--- config.mk ---
export PLATFORM = sky130hd
export DESIGN_NAME = la_ioin_ctrl
export DESIGN_NICKNAME = d
export VERILOG_FILES = /design/src/rtl/la_ioin_ctrl_pkg.sv /design/src/rtl/la_ioin_debounce.sv /design/src/rtl/la_ioin_ctrl.sv
export SDC_FILE = /design/constraint.sdc
export NUM_CORES = 1
export LEC_CHECK = 0
export BUFFER_PORTS_ARGS = -buffer_cell sky130_fd_sc_hd__buf_2
export CAP_MARGIN = 20
export CORE_UTILIZATION = 64
export CTS_BUF_LIST = sky130_fd_sc_hd__clkbuf_4 sky130_fd_sc_hd__clkbuf_8
export DETAILED_ROUTE_END_ITERATION = 8
export PLACE_DENSITY = 0.87
export SYNTH_ARGS = -nofsm -noshare
export SYNTH_HDL_FRONTEND = slang
export SYNTH_SLANG_ARGS = --single-unit
--- constraint.sdc ---
create_clock -name clk -period 5.5 [get_ports clk]
set_input_delay 0.275 -clock clk [delete_from_list [all_inputs] [get_ports clk]]
set_output_delay 0.275 -clock clk [all_outputs]
set_load 0.005 [all_outputs]
--- src/rtl/la_ioin_ctrl_pkg.sv ---
// Shared types for the input-pad controller: FSM state encoding.
package la_ioin_ctrl_pkg;

    localparam int unsigned STATE_W = 2;

    typedef enum logic [STATE_W-1:0] {
        IDLE  = 2'd0,
        PULL  = 2'd1,
        WAIT  = 2'd2,
        APPLY = 2'd3
    } state_t;

endpackage

--- src/rtl/la_ioin_debounce.sv ---
// One pad bit: two-flop synchronizer followed by a saturating-threshold debouncer.
module la_ioin_debounce #(
    parameter int unsigned DBW = 4
) (
    input  logic clk,
    input  logic nreset,
    input  logic i_z,
    input  logic i_ie,
    output logic o_din,
    output logic o_chg
);

    localparam logic [DBW-1:0] CNT_MAX = '1;

    logic           r_s1;
    logic           r_s2;
    logic           r_din;
    logic           r_chg;
    logic [DBW-1:0] r_cnt;

    always_ff @(posedge clk or negedge nreset) begin
        if (!nreset) begin
            r_s1  <= 1'b0;
            r_s2  <= 1'b0;
            r_din <= 1'b0;
            r_chg <= 1'b0;
            r_cnt <= '0;
        end else begin
            r_s1  <= i_z;
            r_s2  <= r_s1;
            r_chg <= 1'b0;
            if (!i_ie || (r_s2 == r_din)) begin
                r_cnt <= '0;
            end else if (r_cnt == CNT_MAX) begin
                // Mismatch held for 2^DBW edges: commit and restart, never wrap.
                r_din <= r_s2;
                r_chg <= 1'b1;
                r_cnt <= '0;
            end else begin
                r_cnt <= r_cnt + DBW'(1);
            end
        end
    end

    assign o_din = r_din;
    assign o_chg = r_chg;

endmodule

--- src/rtl/la_ioin_ctrl.sv ---
// Input-pad controller: serialised ie/pe/ps reconfiguration with a pull-settle wait,
// plus per-pad synchronized and debounced input data.
module la_ioin_ctrl
    import la_ioin_ctrl_pkg::*;
#(
    parameter int unsigned N      = 8,
    parameter int unsigned SETTLE = 16,
    parameter int unsigned DBW    = 4,
    localparam int unsigned SW    = (N > 1) ? $clog2(N) : 1
) (
    input  logic          clk,
    input  logic          nreset,
    input  logic          cfg_valid,
    output logic          cfg_ready,
    input  logic [SW-1:0] cfg_sel,
    input  logic          cfg_ie,
    input  logic          cfg_pe,
    input  logic          cfg_ps,
    output logic [N-1:0]  ie,
    output logic [N-1:0]  pe,
    output logic [N-1:0]  ps,
    input  logic [N-1:0]  z,
    output logic [N-1:0]  din,
    output logic [N-1:0]  chg,
    output logic          busy
);

    localparam int unsigned CNT_W = 8;

    state_t             r_state;
    state_t             w_state_d;
    logic               w_accept;
    logic               w_sel_ok;
    logic [N-1:0]       w_mask;
    logic [SW-1:0]      r_sel;
    logic               r_ie_req;
    logic               r_pe_req;
    logic               r_ps_req;
    logic [CNT_W-1:0]   r_cnt;
    logic [N-1:0]       r_ie;
    logic [N-1:0]       r_pe;
    logic [N-1:0]       r_ps;

    assign w_sel_ok = (32'(cfg_sel) < N);

    always_comb begin
        w_mask = '0;
        for (int i = 0; i < int'(N); i++) begin
            if (r_sel == SW'(i)) w_mask[i] = 1'b1;
        end
    end

    always_comb begin
        w_state_d = r_state;
        w_accept  = 1'b0;
        unique case (r_state)
            IDLE: begin
                // Out-of-range selects are consumed but leave the FSM idle.
                if (cfg_valid) begin
                    w_accept = 1'b1;
                    if (w_sel_ok) w_state_d = PULL;
                end
            end
            PULL:    w_state_d = WAIT;
            WAIT:    if (r_cnt == '0) w_state_d = APPLY;
            APPLY:   w_state_d = IDLE;
            default: w_state_d = IDLE;
        endcase
    end

    always_ff @(posedge clk or negedge nreset) begin
        if (!nreset) begin
            r_state  <= IDLE;
            r_sel    <= '0;
            r_ie_req <= 1'b0;
            r_pe_req <= 1'b0;
            r_ps_req <= 1'b0;
            r_cnt    <= '0;
            r_ie     <= '0;
            r_pe     <= '0;
            r_ps     <= '0;
        end else begin
            r_state <= w_state_d;
            if (w_accept) begin
                r_sel    <= cfg_sel;
                r_ie_req <= cfg_ie;
                r_pe_req <= cfg_pe;
                r_ps_req <= cfg_ps;
            end
            case (r_state)
                PULL: begin
                    r_ie  <= r_ie & ~w_mask;
                    r_pe  <= (r_pe & ~w_mask) | (w_mask & {N{r_pe_req}});
                    r_ps  <= (r_ps & ~w_mask) | (w_mask & {N{r_ps_req}});
                    r_cnt <= CNT_W'(SETTLE - 1);
                end
                WAIT: begin
                    if (r_cnt != '0) r_cnt <= r_cnt - CNT_W'(1);
                end
                APPLY: begin
                    r_ie <= (r_ie & ~w_mask) | (w_mask & {N{r_ie_req}});
                end
                default: ;
            endcase
        end
    end

    for (genvar g = 0; g < int'(N); g++) begin : g_pad
        la_ioin_debounce #(
            .DBW (DBW)
        ) u_debounce (
            .clk    (clk),
            .nreset (nreset),
            .i_z    (z[g]),
            .i_ie   (r_ie[g]),
            .o_din  (din[g]),
            .o_chg  (chg[g])
        );
    end

    assign cfg_ready = (r_state == IDLE);
    assign busy      = (r_state != IDLE);
    assign ie        = r_ie;
    assign pe        = r_pe;
    assign ps        = r_ps;

endmodule

Word level (Yosys, flattened, before mapping)
Cells that the tools add are included.

$add $sub $neg: 9. Multiply operators: 0. Div/mod/pow operators: 0. Order comparisons: 0. Eq/ne operators: 29. Shift operators: 0. Multiplexer cells: 48. Bitwise gates (word level): 18. Reductions and logical operators: 33.

Operators by type and width (number): $mux W4 (16); $and A8 B8 Y8 (6); $add A4 B1 Y4 const B (8); $eq A4 B4 Y1 const B (8); $pmux W8 S2 (2); $mux W1 (26); $or A8 B8 Y8 (3); $reduce_and A2 Y1 (10); $eq A3 B3 Y1 const B (4); $eq A1 B1 Y1 (8); $logic_not A1 Y1 (8); $logic_not A8 Y1 (1); $logic_or A1 B1 Y1 (8); $mux W8 (1); $not A1 Y1 (8); $not A8 Y8 (1); $pmux W2 S4 (1); $reduce_bool A8 Y1 (1); $sub A8 B1 Y8 const B (1); $eq A3 B2 Y1 const B (2); $ne A2 B2 Y1 const B (3); $reduce_bool A2 Y1 (3); $eq A2 B2 Y1 const B (2); $mux W2 (2); 4 further kinds (4).

Register bits after elaboration: 104. Bits in latches: 0. RAM bits: 0. ROM bits: 0. Input bits: 17. Output and inout port bits: 42. Memories kept: 0.

Longest topological paths before layout
Gate-level depths: netlist of the first run.

Depth in word-level cells: 6. Gate-level depth with buffers: 6. Gate-level depth less buffers: 5.

Hierarchy
From an unflattened synthesis of the first run, not the netlist that was laid out.

Cell total of the unflattened synthesis: 342. Area total of the unflattened synthesis: 4324.1 µm².

By module, submodules not included: la_ioin_debounce (times used 8, cells each 24, area an instance 310.3 µm²); la_ioin_ctrl (times used 1, cells each 150, area an instance 1841.8 µm²).

Worst setup path before layout of the first run
No wires, ideal clock.

Kind: register to register. Start point: register r_cnt[0]. End point: register r_state[1]. Library setup time: 0.128 ns. Arrival: 1.694 ns. Slack: 3.679 ns. Stages on the path, launching flop included: 6. Buffers on the path: 0. Period minus slack after synthesis: 1.821 ns. Cell sequence: dfrtp_1 > inv_1 > ha_1 > or3b_1 > a221oi_2 > mux2_1.

Cells in the longest elaborated chain, start to end: 3.

Ends and longest elaborated chain: start, declared (line la_ioin_ctrl.sv:39) `logic [CNT_W-1:0] r_cnt;`; start signal, assigned (line la_ioin_ctrl.sv:95) `r_cnt <= CNT_W'(SETTLE - 1);`; start signal, assigned (line la_ioin_ctrl.sv:98) `if (r_cnt != '0) r_cnt <= r_cnt - CNT_W'(1);`; $logic_not A8 Y1 (line la_ioin_ctrl.sv:65) `WAIT: if (r_cnt == '0) w_state_d = APPLY;`; $ne A2 B2 Y1 (no line); $reduce_and A2 Y1 (no line); end signal, assigned (line la_ioin_ctrl.sv:83) `r_state <= w_state_d;`; end, declared (line la_ioin_ctrl.sv:30) `state_t r_state;`.

Every way passes these cells. A chain may end at the register's enable or synchronous reset.

Worst setup path in the final report of the first run
Start point: register r_state[0]. End point: register r_cnt[7].

Cells in the longest elaborated chain, start to end: 3.

Ends and longest elaborated chain: $eq A2 B2 Y1 / $eq A2 B1 Y1 (equally long branches) (line la_ioin_ctrl.sv:90) `case (r_state)`; $ne A2 B2 Y1 (no line) / $reduce_bool A2 Y1 (equally long branches); $reduce_and A2 Y1 (no line).

Several ways; a longest one is shown, not always the timed one.

==> results.py, run 1 <==
metrics = {
    "status": {
        "status": "complete, no violations",
    },
    "power": {
        "total_power_w": 0.00204,
        "p_per_area_nw_per_um2": 410,
        "vdd_drop_max_uv": 303,
        "power_leakage_nw": 2.36,
    },
    "routing": {
        "vias_per_cell": 5.69,
        "detail_route.wl_per_cell_microns": 15.4,
        "wl_microns": 7990,
        "detail_route.iter0.violations": 187,
        "via_count": 2954,
        "route.detailed.drc": 0,
        "route.antenna.remaining_nets": 0,
        "drt_pass1_iterations": 4,
    },
    "sta": {
        "rsz0062_at_grt": "no",
        "timing.setup.tns_ps": 0,
        "max_slew.worst_pin.slew_ps": 880,
        "setup_viol": 0,
        "timing.final.crit_share_pct": 38.5,
        "skew_ps": 8.98,
        "timing.slew.headroom_pct": 41.3,
        "timing.final.max_slew_violations": 0,
        "final.min_clock_period_ps": 2120,
        "hold_viol_final": 0,
        "achievable-frequency_ghz": 0.472,
    },
    "placement": {
        "gpl.final_weighted_congestion": 0.830,
        "dp_hpwl_microns": 5520,
        "placed_cells": 501,
        "io_buffer_count": 58,
    },
    "final_layout": {
        "insertedDiodeCount": 0,
        "final.fill_count": 456,
        "finalNonFillerCells": 519,
        "area.growth.synth_to_final_pct": 9.28,
        "drive_gt1_share_pct": 27.4,
        "layout.nets": 448,
    },
    "synthesis": {
        "netlist_area_before_placement_sq_um": 4550,
        "syn-instance-count": 378,
        "sequential_element_share_of_the_synthesized_area_pct": 57.3,
        "mappedNetlistNets": 408,
        "share_of_yosys_cell_area_claimed_by_the_top_area_cell_type_pct": 57.3,
        "ys_top_cells_by_area": "sky130_fd_sc_hd__dfrtp_1 (57%), sky130_fd_sc_hd__mux2_2 (6.4%), sky130_fd_sc_hd__buf_4 (4.0%), sky130_fd_sc_hd__ha_1 (3.6%), sky130_fd_sc_hd__o21ai_0 (2.6%)",
        "ys.warnings.count": 0,
        "synthDistinctLibCells": 48,
        "synth-seq-cells": 104,
        "yosys.area.top_type": "sky130_fd_sc_hd__dfrtp_1",
        "syn_avg_cell_area_sq_um": 12.0,
    },
    "global_route": {
        "grt_first_pass_wirelength_microns": 13100,
        "globalRouteTotalUtil_pct": 22.8,
        "global_route.overflow_total": 0,
        "number_of_antenna_violations_at_the_first_check_in_global_routing": 0,
        "grt_max_degree": 74,
        "first_global_vias": 2819,
    },
    "setup_path": {
        "reg2reg_setup_slack_ps": 3380,
        "setup.worst_path.class": "reg -> reg",
        "worst_ep_required_time_ps": 5730,
        "worst-path-max-fanout": 20,
        "worstReg2RegStart": "r_state[0]",
        "startpoint_type": "flip-flop",
        "worst_reg_to_reg_cells": 5,
        "regToRegEndpoint": "r_cnt[7]",
        "timing.critical_path.to_type": "flip-flop",
        "setup.worst_path.end": "r_cnt[7]",
        "worst_ep_arrival_time_ps": 2350,
        "setup.worst_path.start": "r_state[0]",
    },
    "clocking": {
        "cts-root-to-sink-buffers": 2,
        "clock_insertion_delay_at_the_later_pin_of_the_skew_report_ps": 350,
        "clk_root_buffer_cell": "sky130_fd_sc_hd__clkbuf_8",
        "htree_levels": 3,
        "clkSlewWorstSetupHoldPaths_ps": 100,
        "clock_sink_count": 104,
        "cts_made_buffers": 9,
        "cts_tree": "yes",
        "post-cts-setup-buffers": 0,
    },
    "min_path": {
        "hold_path_class": "in -> reg",
    },
    "die": {
        "die_area_sq_um": 7440,
        "io_pins": 59,
        "design.core.area_sq_um": 6830,
        "start_util_pct": 66.5,
        "floorplan.rows": 30,
        "fp.dieH_microns": 86.3,
        "floorplan.die.width_microns": 86.3,
    },
    "flow_run": {
        "drv_cap": 0,
    },
}
metal layers:
metal	track usage [%]	routed length (microns)	vias up
li1	-	-	1399
met3	6.00	421	6
met1	29.8	3410	1470
met5	0	0	-
met4	6.97	61	0
met2	37.7	4100	79
worst max-delay path: stages (launching register included):
cell and delay (ps):
sky130_fd_sc_hd__dfrtp_1 420, sky130_fd_sc_hd__inv_1 90, sky130_fd_sc_hd__ha_1 540, sky130_fd_sc_hd__or4b_2 650, sky130_fd_sc_hd__o211ai_1 190, sky130_fd_sc_hd__o41ai_1 100
cells in the final DEF (no fill, tap or decap), drive strengths merged, types with 2 or more instances in the layout:
| cell type | count |
|---|---|
| o21ai | 24 |
| nand3b | 3 |
| dfrtp | 104 |
| or3b | 5 |
| nand4 | 10 |
| xnor2 | 8 |
| buf | 59 |
| clkbuf | 12 |
| nand3 | 10 |
| xor2 | 8 |
| inv | 17 |
| nor3b | 10 |
| dlygate4sd3 | 2 |
| o41ai | 2 |
| or2 | 6 |
| clkinvlp | 2 |
| o211ai | 4 |
| a21oi | 18 |
| and3 | 8 |
| ha | 13 |
| a31oi | 2 |
| nor3 | 2 |
| or3 | 2 |
| nand2 | 11 |
| nor2 | 23 |
| nand4b | 8 |
| mux2 | 31 |
worst min path at each step:
stage | end | cells after the start | start | slack, ps
after global routing | g_pad[0].u_debounce.r_s1 | 1 | z[0] | 0.6
after floorplan | async pin | 0 | nreset | -20
after global placement | g_pad[2].u_debounce.o_din | 1 | nreset | 230
after detailed placement | g_pad[2].u_debounce.o_din | 1 | nreset | 240
after CTS | g_pad[2].u_debounce.r_s1 | 1 | z[2] | 10
final | g_pad[2].u_debounce.r_s1 | 1 | z[2] | 20
layout make-up:
type,instances,area (sq um),area share [%]
Inverter,17,63.8,1.28
Sequential cell,104,2600,52.4
Clock buffer,12,153,3.07
Clock inverter,4,53.8,1.08
Timing Repair Buffer,61,320,6.45
Multi-Input combinational cell,225,1650,33.3
Tap cell,96,120,2.42
Yosys cell counts, drive strengths merged:
library cell,count
o311a,1
dfrtp,104
o22ai,1
a31oi,2
nand2,11
o22a,1
or2,6
o31ai,1
a311o,1
nand4b,8
o41a,1
o221ai,1
nor4,1
ha,13
inv,17
or4b,1
a221oi,1
nand4,10
or3b,5
buf,32
nand2b,1
xor2,8
and3,8
mux2,31
a21o,1
o2111ai,1
nor2b,1
and2b,1
o41ai,2
or3,2
nor2,23
nor3b,10
or4,1
nor3,2
nand3b,3
nand3,10
xnor2,8
mux2i,1
a21oi,18
o21ai,24
o211ai,4
stage by stage:
| stage | setup WS, ps | utilization (%) | hold WS, ps | cell area, sq um |
|---|---|---|---|---|
| after floorplan | 3680 | - | -20.6 | 4550 |
| after CTS | 3380 | 72.6 | 11.5 | 4960 |
| after detailed placement | 3390 | 69.4 | 238 | 4740 |
| after global routing | 3260 | 72.7 | 0.568 | 4970 |
| after global placement | 3470 | 69.4 | 232 | 4740 |
| final | 3380 | 72.7 | 19.3 | 4970 |
logic make-up after synthesis:
logic type      count (synthesis)  share of synthesized area, %
fa+ha+maj                      13                          3.58
flops                         104                          57.3
xor+xnor                       16                          3.08
buf+inv                        49                          6.36
mux                            32                          8.23
simple gates                  104                          13.5
compound gates                 60                          8.01
what timing repair did:
action | CTS | global route
gates resized for setup | 0 | 0
hold endpoints to repair | 31 | 1
hold buffers | 1 | 1
where the power goes:
group | switching (W) | leakage [nW] | internal [W]
combinational | 0.000246 | 0.911 | 0.000247
sequential | 0.000161 | 1.35 | 0.000904
clock | 0.000247 | 0.0996 | 0.000234
Note: power is estimated with default switching activity, not from simulation.
==> run 2: changes to the inputs <==
Settings changed: ABC_AREA set to 1, CORE_UTILIZATION 64 to 54, PLACE_DENSITY 0.87 to 0.78.
Clock period 5.5 ns to 1.9 ns, I/O delays scaled along.
==> run 2 against run 1 <==
Compared with the run above:
- critical path depth is the same
- via count rose by 3.9%
- core utilization fell by 9.2 points
- clock power grew to 2.7 times the previous value
- non-clock buffer count grew 13
- sequential power rose to 2.8 times the previous value
- clock skew about the same
- sequential share of layout area up 0.092 points
- maximum frequency grew 32%
- area after synthesis shrank 3.2%
- cell count increased by 17%
- worst hold slack lost 7.2 ps
- highest routed layer unchanged
==> results.py, run 2 <==
metrics = {
    "status": {
        "status": "complete, no violations",
    },
    "synthesis": {
        "mappedNetlistNets": 475,
        "sequential_element_share_of_the_synthesized_area_pct": 59.1,
        "syn-instance-count": 445,
        "synth_flop_cell": "sky130_fd_sc_hd__dfrtp_1",
        "asyncSetResetFlopFracSynth_pct": 100,
        "ys_top_cells_by_area": "sky130_fd_sc_hd__dfrtp_1 (59%), sky130_fd_sc_hd__nand2_1 (7.3%), sky130_fd_sc_hd__buf_4 (4.4%), sky130_fd_sc_hd__nor2_1 (4.3%), sky130_fd_sc_hd__ha_1 (3.7%)",
        "netlist_area_before_placement_sq_um": 4400,
        "synthDistinctLibCells": 26,
        "synth-seq-cells": 104,
        "syn_avg_cell_area_sq_um": 9.89,
        "yosys.area.top_type": "sky130_fd_sc_hd__dfrtp_1",
        "share_of_yosys_cell_area_claimed_by_the_top_area_cell_type_pct": 59.1,
        "synthTopCellsByCount": "sky130_fd_sc_hd__dfrtp_1 (104), sky130_fd_sc_hd__nand2_1 (86), sky130_fd_sc_hd__nor2_1 (50), sky130_fd_sc_hd__o21ai_0 (32), sky130_fd_sc_hd__inv_1 (29)",
        "ys.warnings.count": 0,
        "synth_enable_flop_cells": 0,
        "yosys.cell_count.top_type": "sky130_fd_sc_hd__dfrtp_1",
    },
    "setup_path": {
        "worst_path_largest_cell_delay_ps": 460,
        "crit_path_cell_trace": "inv_1, ha_1, nor2_1, o21ai_0, o21ai_0",
        "worstPathBufferInverterCount": 1,
        "setup.worst_path.start": "r_state[1]",
        "timing.critical_path.max_delay_family": "simple AND/OR/NAND/NOR gates",
        "worst_ep_arrival_time_ps": 1900,
        "crit_path_top_delay_cell": "sky130_fd_sc_hd__nor2_1",
        "worstReg2RegStart": "r_state[1]",
        "startpoint_type": "flip-flop",
        "critical_path_depth": 5,
        "timing.critical_path.to_type": "flip-flop",
        "reg2reg_setup_slack_ps": 300,
        "worst_reg_to_reg_cells": 5,
        "setup.worst_path.class": "reg -> reg",
        "path_common_cell": "sky130_fd_sc_hd__o21ai_0",
        "worst-path-max-fanout": 10,
        "worst_ep_required_time_ps": 2190,
    },
    "placement": {
        "gpl.final_weighted_congestion": 0.824,
        "io_buffer_count": 58,
        "dp_hpwl_microns": 5640,
    },
    "sta": {
        "timing.setup.tns_ps": 0,
        "skew_ps": 9.36,
        "achievable-frequency_ghz": 0.623,
        "holdWs_ps": 12.1,
        "setup_viol": 0,
        "final.min_clock_period_ps": 1600,
        "timing.final.max_slew_violations": 0,
        "rsz0062_at_grt": "no",
        "max_slew.worst_pin.slew_ps": 516,
        "hold_viol_final": 0,
        "timing.slew.headroom_pct": 65.4,
        "timing.final.crit_share_pct": 84.5,
    },
    "die": {
        "floorplan.die.width_microns": 92.3,
        "io_pins": 59,
        "floorplan.rows": 32,
        "fp.dieH_microns": 92.3,
        "design.core.area_sq_um": 7810,
        "start_util_pct": 56.4,
        "die_area_sq_um": 8510,
    },
    "clocking": {
        "clock_sink_count": 104,
        "cts-root-to-sink-buffers": 2,
        "cts_made_buffers": 9,
        "clock_insertion_delay_at_the_later_pin_of_the_skew_report_ps": 360,
        "cts_tree": "yes",
        "htree_levels": 3,
        "clkSlewWorstSetupHoldPaths_ps": 100,
        "clk_root_buffer_cell": "sky130_fd_sc_hd__clkbuf_8",
    },
    "routing": {
        "route.antenna.remaining_nets": 0,
        "route.detailed.drc": 0,
        "vias_per_cell": 5.04,
        "wl_microns": 7880,
        "via_count": 3069,
        "detail_route.wl_per_cell_microns": 12.9,
        "drt_pass1_iterations": 4,
        "detail_route.iter0.violations": 79,
    },
    "final_layout": {
        "insertedDiodeCount": 0,
        "layout.nets": 532,
        "area.growth.synth_to_final_pct": 12.7,
        "most-common-layout-cells": "sky130_fd_sc_hd__dfrtp_1 (104), sky130_fd_sc_hd__nand2_1 (86), sky130_fd_sc_hd__buf_2 (57), sky130_fd_sc_hd__nor2_1 (50), sky130_fd_sc_hd__o21ai_0 (32)",
        "fin_util_pct": 63.5,
        "drive_gt1_share_pct": 19.1,
        "layout.cells.most_common": "sky130_fd_sc_hd__dfrtp_1",
    },
    "global_route": {
        "number_of_antenna_violations_at_the_first_check_in_global_routing": 0,
        "grt_first_pass_wirelength_microns": 13700,
        "first_global_vias": 3084,
        "grt_max_degree": 61,
        "globalRouteTotalUtil_pct": 20.9,
        "global_route.overflow_total": 0,
    },
    "min_path": {
        "hold_path_class": "in -> reg",
    },
    "power": {
        "power_leakage_nw": 2.61,
        "vdd_drop_max_uv": 738,
        "p_per_area_nw_per_um2": 1200,
    },
    "flow_run": {
        "drv_cap": 0,
    },
}
## run 2: worst register-to-register path: stages, from the launching register on
cell and delay [ps]:
sky130_fd_sc_hd__dfrtp_1 400, sky130_fd_sc_hd__inv_1 80, sky130_fd_sc_hd__ha_1 330, sky130_fd_sc_hd__nor2_1 460, sky130_fd_sc_hd__o21ai_0 170, sky130_fd_sc_hd__o21ai_0 100
## run 2: per-layer routing
metal	share of wire [%]	global-route usage (%)
met4	2.7	10.2
met2	49	34.9
met1	44	25.4
met5	0	0
met3	4.5	5.14
## run 2: what timing repair did
action                     CTS  global route
hold buffers                13             0
setup endpoints to repair    0             0
resized for setup            0             0
hold endpoints to repair    90             0
setup buffers                0             0
## run 2: worst min-delay path by stage
stage | start | to | slack, ps | cells after the start
floorplan | nreset | async pin | -200 | 0
CTS | cfg_pe | r_pe_req | 5 | 3
finish | cfg_pe | r_pe_req | 10 | 3
detailed placement | nreset | g_pad[6].u_debounce.r_s2 | 10 | 1
global route | cfg_pe | r_pe_req | 10 | 3
global placement | nreset | g_pad[6].u_debounce.o_chg | 10 | 1
## run 2: layout make-up
class / count / area (sq um)
Clock buffer: 10 / 131
Clock inverter: 6 / 52.6
Fill cell: 633 / 2850
Inverter: 36 / 135
Multi-Input combinational cell: 277 / 1450
Sequential cell: 104 / 2600
Tap cell: 102 / 128
Timing Repair Buffer: 74 / 458
## run 2: metrics by stage
stage	instances	cell area [sq um]	setup slack [ps]	total power (W)
CTS	609	4960	280	0.00600
floorplan	445	4400	600	0.00415
detailed placement	580	4640	336	0.00468
global placement	580	4640	459	0.00458
finish	609	4960	295	0.00595
global route	609	4960	103	0.00636
## run 2: logic make-up (layout without fill, tap and decap cells)
group                      Yosys count  after routing  synth area share, %
muxes                                1              1                0.256
DFF                                104            104                 59.1
and+or+nand+nor                    183            183                 18.5
AOI/OAI and AO/OA                   64             64                 7.34
adders and majority gates           13             13                 3.70
xor gates and xnor gates            16             16                 3.18
buffers and inverters               64            126                 7.88
## run 2: report_power, final
| part | total [W] | internal [W] | switching, W |
|---|---|---|---|
| logic | 0.00172 | 0.000643 | 0.00108 |
| clock network | 0.00130 | 0.000515 | 0.000780 |
| registers | 0.00293 | 0.00261 | 0.000326 |
==> run 3: changes to the inputs <==
Settings changed: ABC_AREA 1 to 0.
Clock period 1.9 ns to 1.3 ns, I/O delays scaled along.
==> run 3 against run 2 <==
Compared with the run above:
- the run now ends with setup timing left
- sequential cell count unchanged
- wire length increased by 21%
- combinational power rose by 130%
- sequential power is 53% higher
- cell area grew 17%
- global-route usage rose by 3.0 points
- clock power increased by 61%
- worst hold slack improved by 110 ps
- setup slack worse by 710 ps
- cell count decreased by 3.0%
==> results.py, run 3 (synthesized netlist as in run 1, its figures left out) <==
metrics = {
    "sta": {
        "final.min_clock_period_ps": 1720,
        "hold_viol_final": 0,
        "skew_ps": 10.0,
        "timing.setup.tns_ps": -6840,
        "timing.final.ws_setup_ps": -419,
        "timing.slew.headroom_pct": 71.9,
        "timing.final.crit_share_pct": 132,
        "achievable-frequency_ghz": 0.582,
        "setup_viol": 42,
        "rsz0062_at_grt": "yes",
        "max_slew.worst_pin.slew_ps": 421,
        "timing.final.max_slew_violations": 0,
    },
    "die": {
        "fp.dieH_microns": 93.8,
        "floorplan.die.width_microns": 93.8,
        "io_pins": 59,
        "die_area_sq_um": 8790,
        "start_util_pct": 55.6,
        "design.core.area_sq_um": 8180,
        "floorplan.rows": 33,
    },
    "flow_run": {
        "drv_cap": 0,
    },
    "final_layout": {
        "insertedDiodeCount": 0,
        "final.fill_count": 566,
        "layout.nets": 511,
        "multi_input_comb_area_sq_um": 1890,
        "area_taken_by_flip_flops_and_latches_sq_um": 2610,
        "layout.cells.most_common": "sky130_fd_sc_hd__dfrtp_1",
        "area.growth.synth_to_final_pct": 27.8,
        "most-common-layout-cells": "sky130_fd_sc_hd__dfrtp_1 (102), sky130_fd_sc_hd__buf_2 (58), sky130_fd_sc_hd__buf_4 (32), sky130_fd_sc_hd__nor2_1 (20)",
        "fin_util_pct": 71.0,
        "drive_gt1_share_pct": 40.9,
    },
    "clocking": {
        "clock_sink_count": 104,
        "clock_insertion_delay_at_the_later_pin_of_the_skew_report_ps": 370,
        "cts_made_buffers": 9,
        "clkSlewWorstSetupHoldPaths_ps": 100,
        "cts-root-to-sink-buffers": 2,
        "clk_root_buffer_cell": "sky130_fd_sc_hd__clkbuf_8",
        "htree_levels": 3,
        "cts_tree": "yes",
    },
    "setup_path": {
        "setup.worst_path.class": "reg -> reg",
        "worst-path-max-fanout": 2,
        "timing.critical_path.to_type": "flip-flop",
        "worst_ep_required_time_ps": 1560,
        "worst_ep_arrival_time_ps": 1980,
        "startpoint_type": "flip-flop",
    },
    "global_route": {
        "grt_first_pass_wirelength_microns": 15800,
        "number_of_antenna_violations_at_the_first_check_in_global_routing": 0,
        "globalRouteTotalUtil_pct": 23.9,
        "first_global_vias": 3348,
        "grt_max_degree": 47,
        "global_route.overflow_total": 0,
    },
    "routing": {
        "drt_pass1_iterations": 4,
        "detail_route.wl_per_cell_microns": 16.1,
        "route.antenna.remaining_nets": 0,
        "wl_microns": 9540,
        "vias_per_cell": 5.56,
        "detail_route.iter0.violations": 94,
        "route.detailed.drc": 0,
        "via_count": 3285,
    },
    "status": {
        "status": "complete, but fails checks",
        "violations": "setup timing",
    },
    "power": {
        "p_per_area_nw_per_um2": 1800,
        "vdd_drop_max_uv": 1130,
        "power_leakage_nw": 2.75,
    },
    "placement": {
        "dp_hpwl_microns": 6110,
        "gpl.final_weighted_congestion": 0.846,
        "io_buffer_count": 58,
    },
    "min_path": {
        "hold_path_class": "in -> reg",
    },
}
-- run 3: routing by layer --
layer	vias up	share of wire, %	global-route usage, %
li1	1522	-	-
met1	1643	43	29.2
met2	97	50	40.2
met3	23	3.7	4.45
met4	0	2.6	12.6
met5	-	0	0
-- run 3: repair_timing --
| action | CTS | global route |
|---|---|---|
| pin swaps | 28 | 10 |
| setup endpoints to repair | 41 | 46 |
| hold buffers | 15 | 0 |
| buffers inserted | 20 | 4 |
| endpoints found under the hold margin | 72 | 0 |
| cloned | 1 | 0 |
| resized for setup | 53 | 16 |
-- run 3: final cells by class --
cell class / count / share of cell area, %
tap: 105 / 2.26
multi-input combinational: 225 / 32.5
inverter: 17 / 1.18
sequential: 104 / 44.9
clock inverter: 6 / 1.16
timing repair buffer: 124 / 15.7
clock buffer: 10 / 2.37
-- run 3: worst paths after layout --
path / from / endpoint / slack [ps] / cells after the start
worst max-delay path: r_cnt[1] / r_state[1] / -420 / 5
worst min-delay path: cfg_valid / r_ps_req / 120 / 3
worst max register to register: r_cnt[1] / r_state[1] / -420 / 5
worst min register to register: g_pad[3].u_debounce.r_s1 / g_pad[3].u_debounce.r_s2 / 360 / 0
max in group asynchronous: nreset / r_sel[0] / 540 / 3
min in group asynchronous: nreset / g_pad[5].u_debounce.r_cnt[1] / 170 / 2
-- run 3: where the power goes --
| group | internal, W | switching [W] |
|---|---|---|
| Clock | 0.000953 | 0.00114 |
| Sequential | 0.00383 | 0.000650 |
| Combinational | 0.00223 | 0.00167 |
-- run 3: critical path, stage by stage (launching register included) --
cell and delay, ps:
sky130_fd_sc_hd__dfrtp_1 410, sky130_fd_sc_hd__inv_2 80, sky130_fd_sc_hd__ha_4 130, sky130_fd_sc_hd__or3b_4 400, sky130_fd_sc_hd__a221oi_4 260, sky130_fd_sc_hd__mux2_4 320
-- run 3: per-stage QoR --
step / total power (W) / std cells / area, sq um / hold WS (ps) / setup slack, ps
floorplan: 0.00620 / 378 / 4670 / -231 / -430
global placement: 0.00720 / 541 / 5090 / 26.9 / -370
detailed placement: 0.00735 / 541 / 5090 / 28.4 / -439
CTS: 0.0103 / 591 / 5760 / 103 / -394
global route: 0.0111 / 591 / 5810 / 107 / -446
finish: 0.0105 / 591 / 5810 / 121 / -419
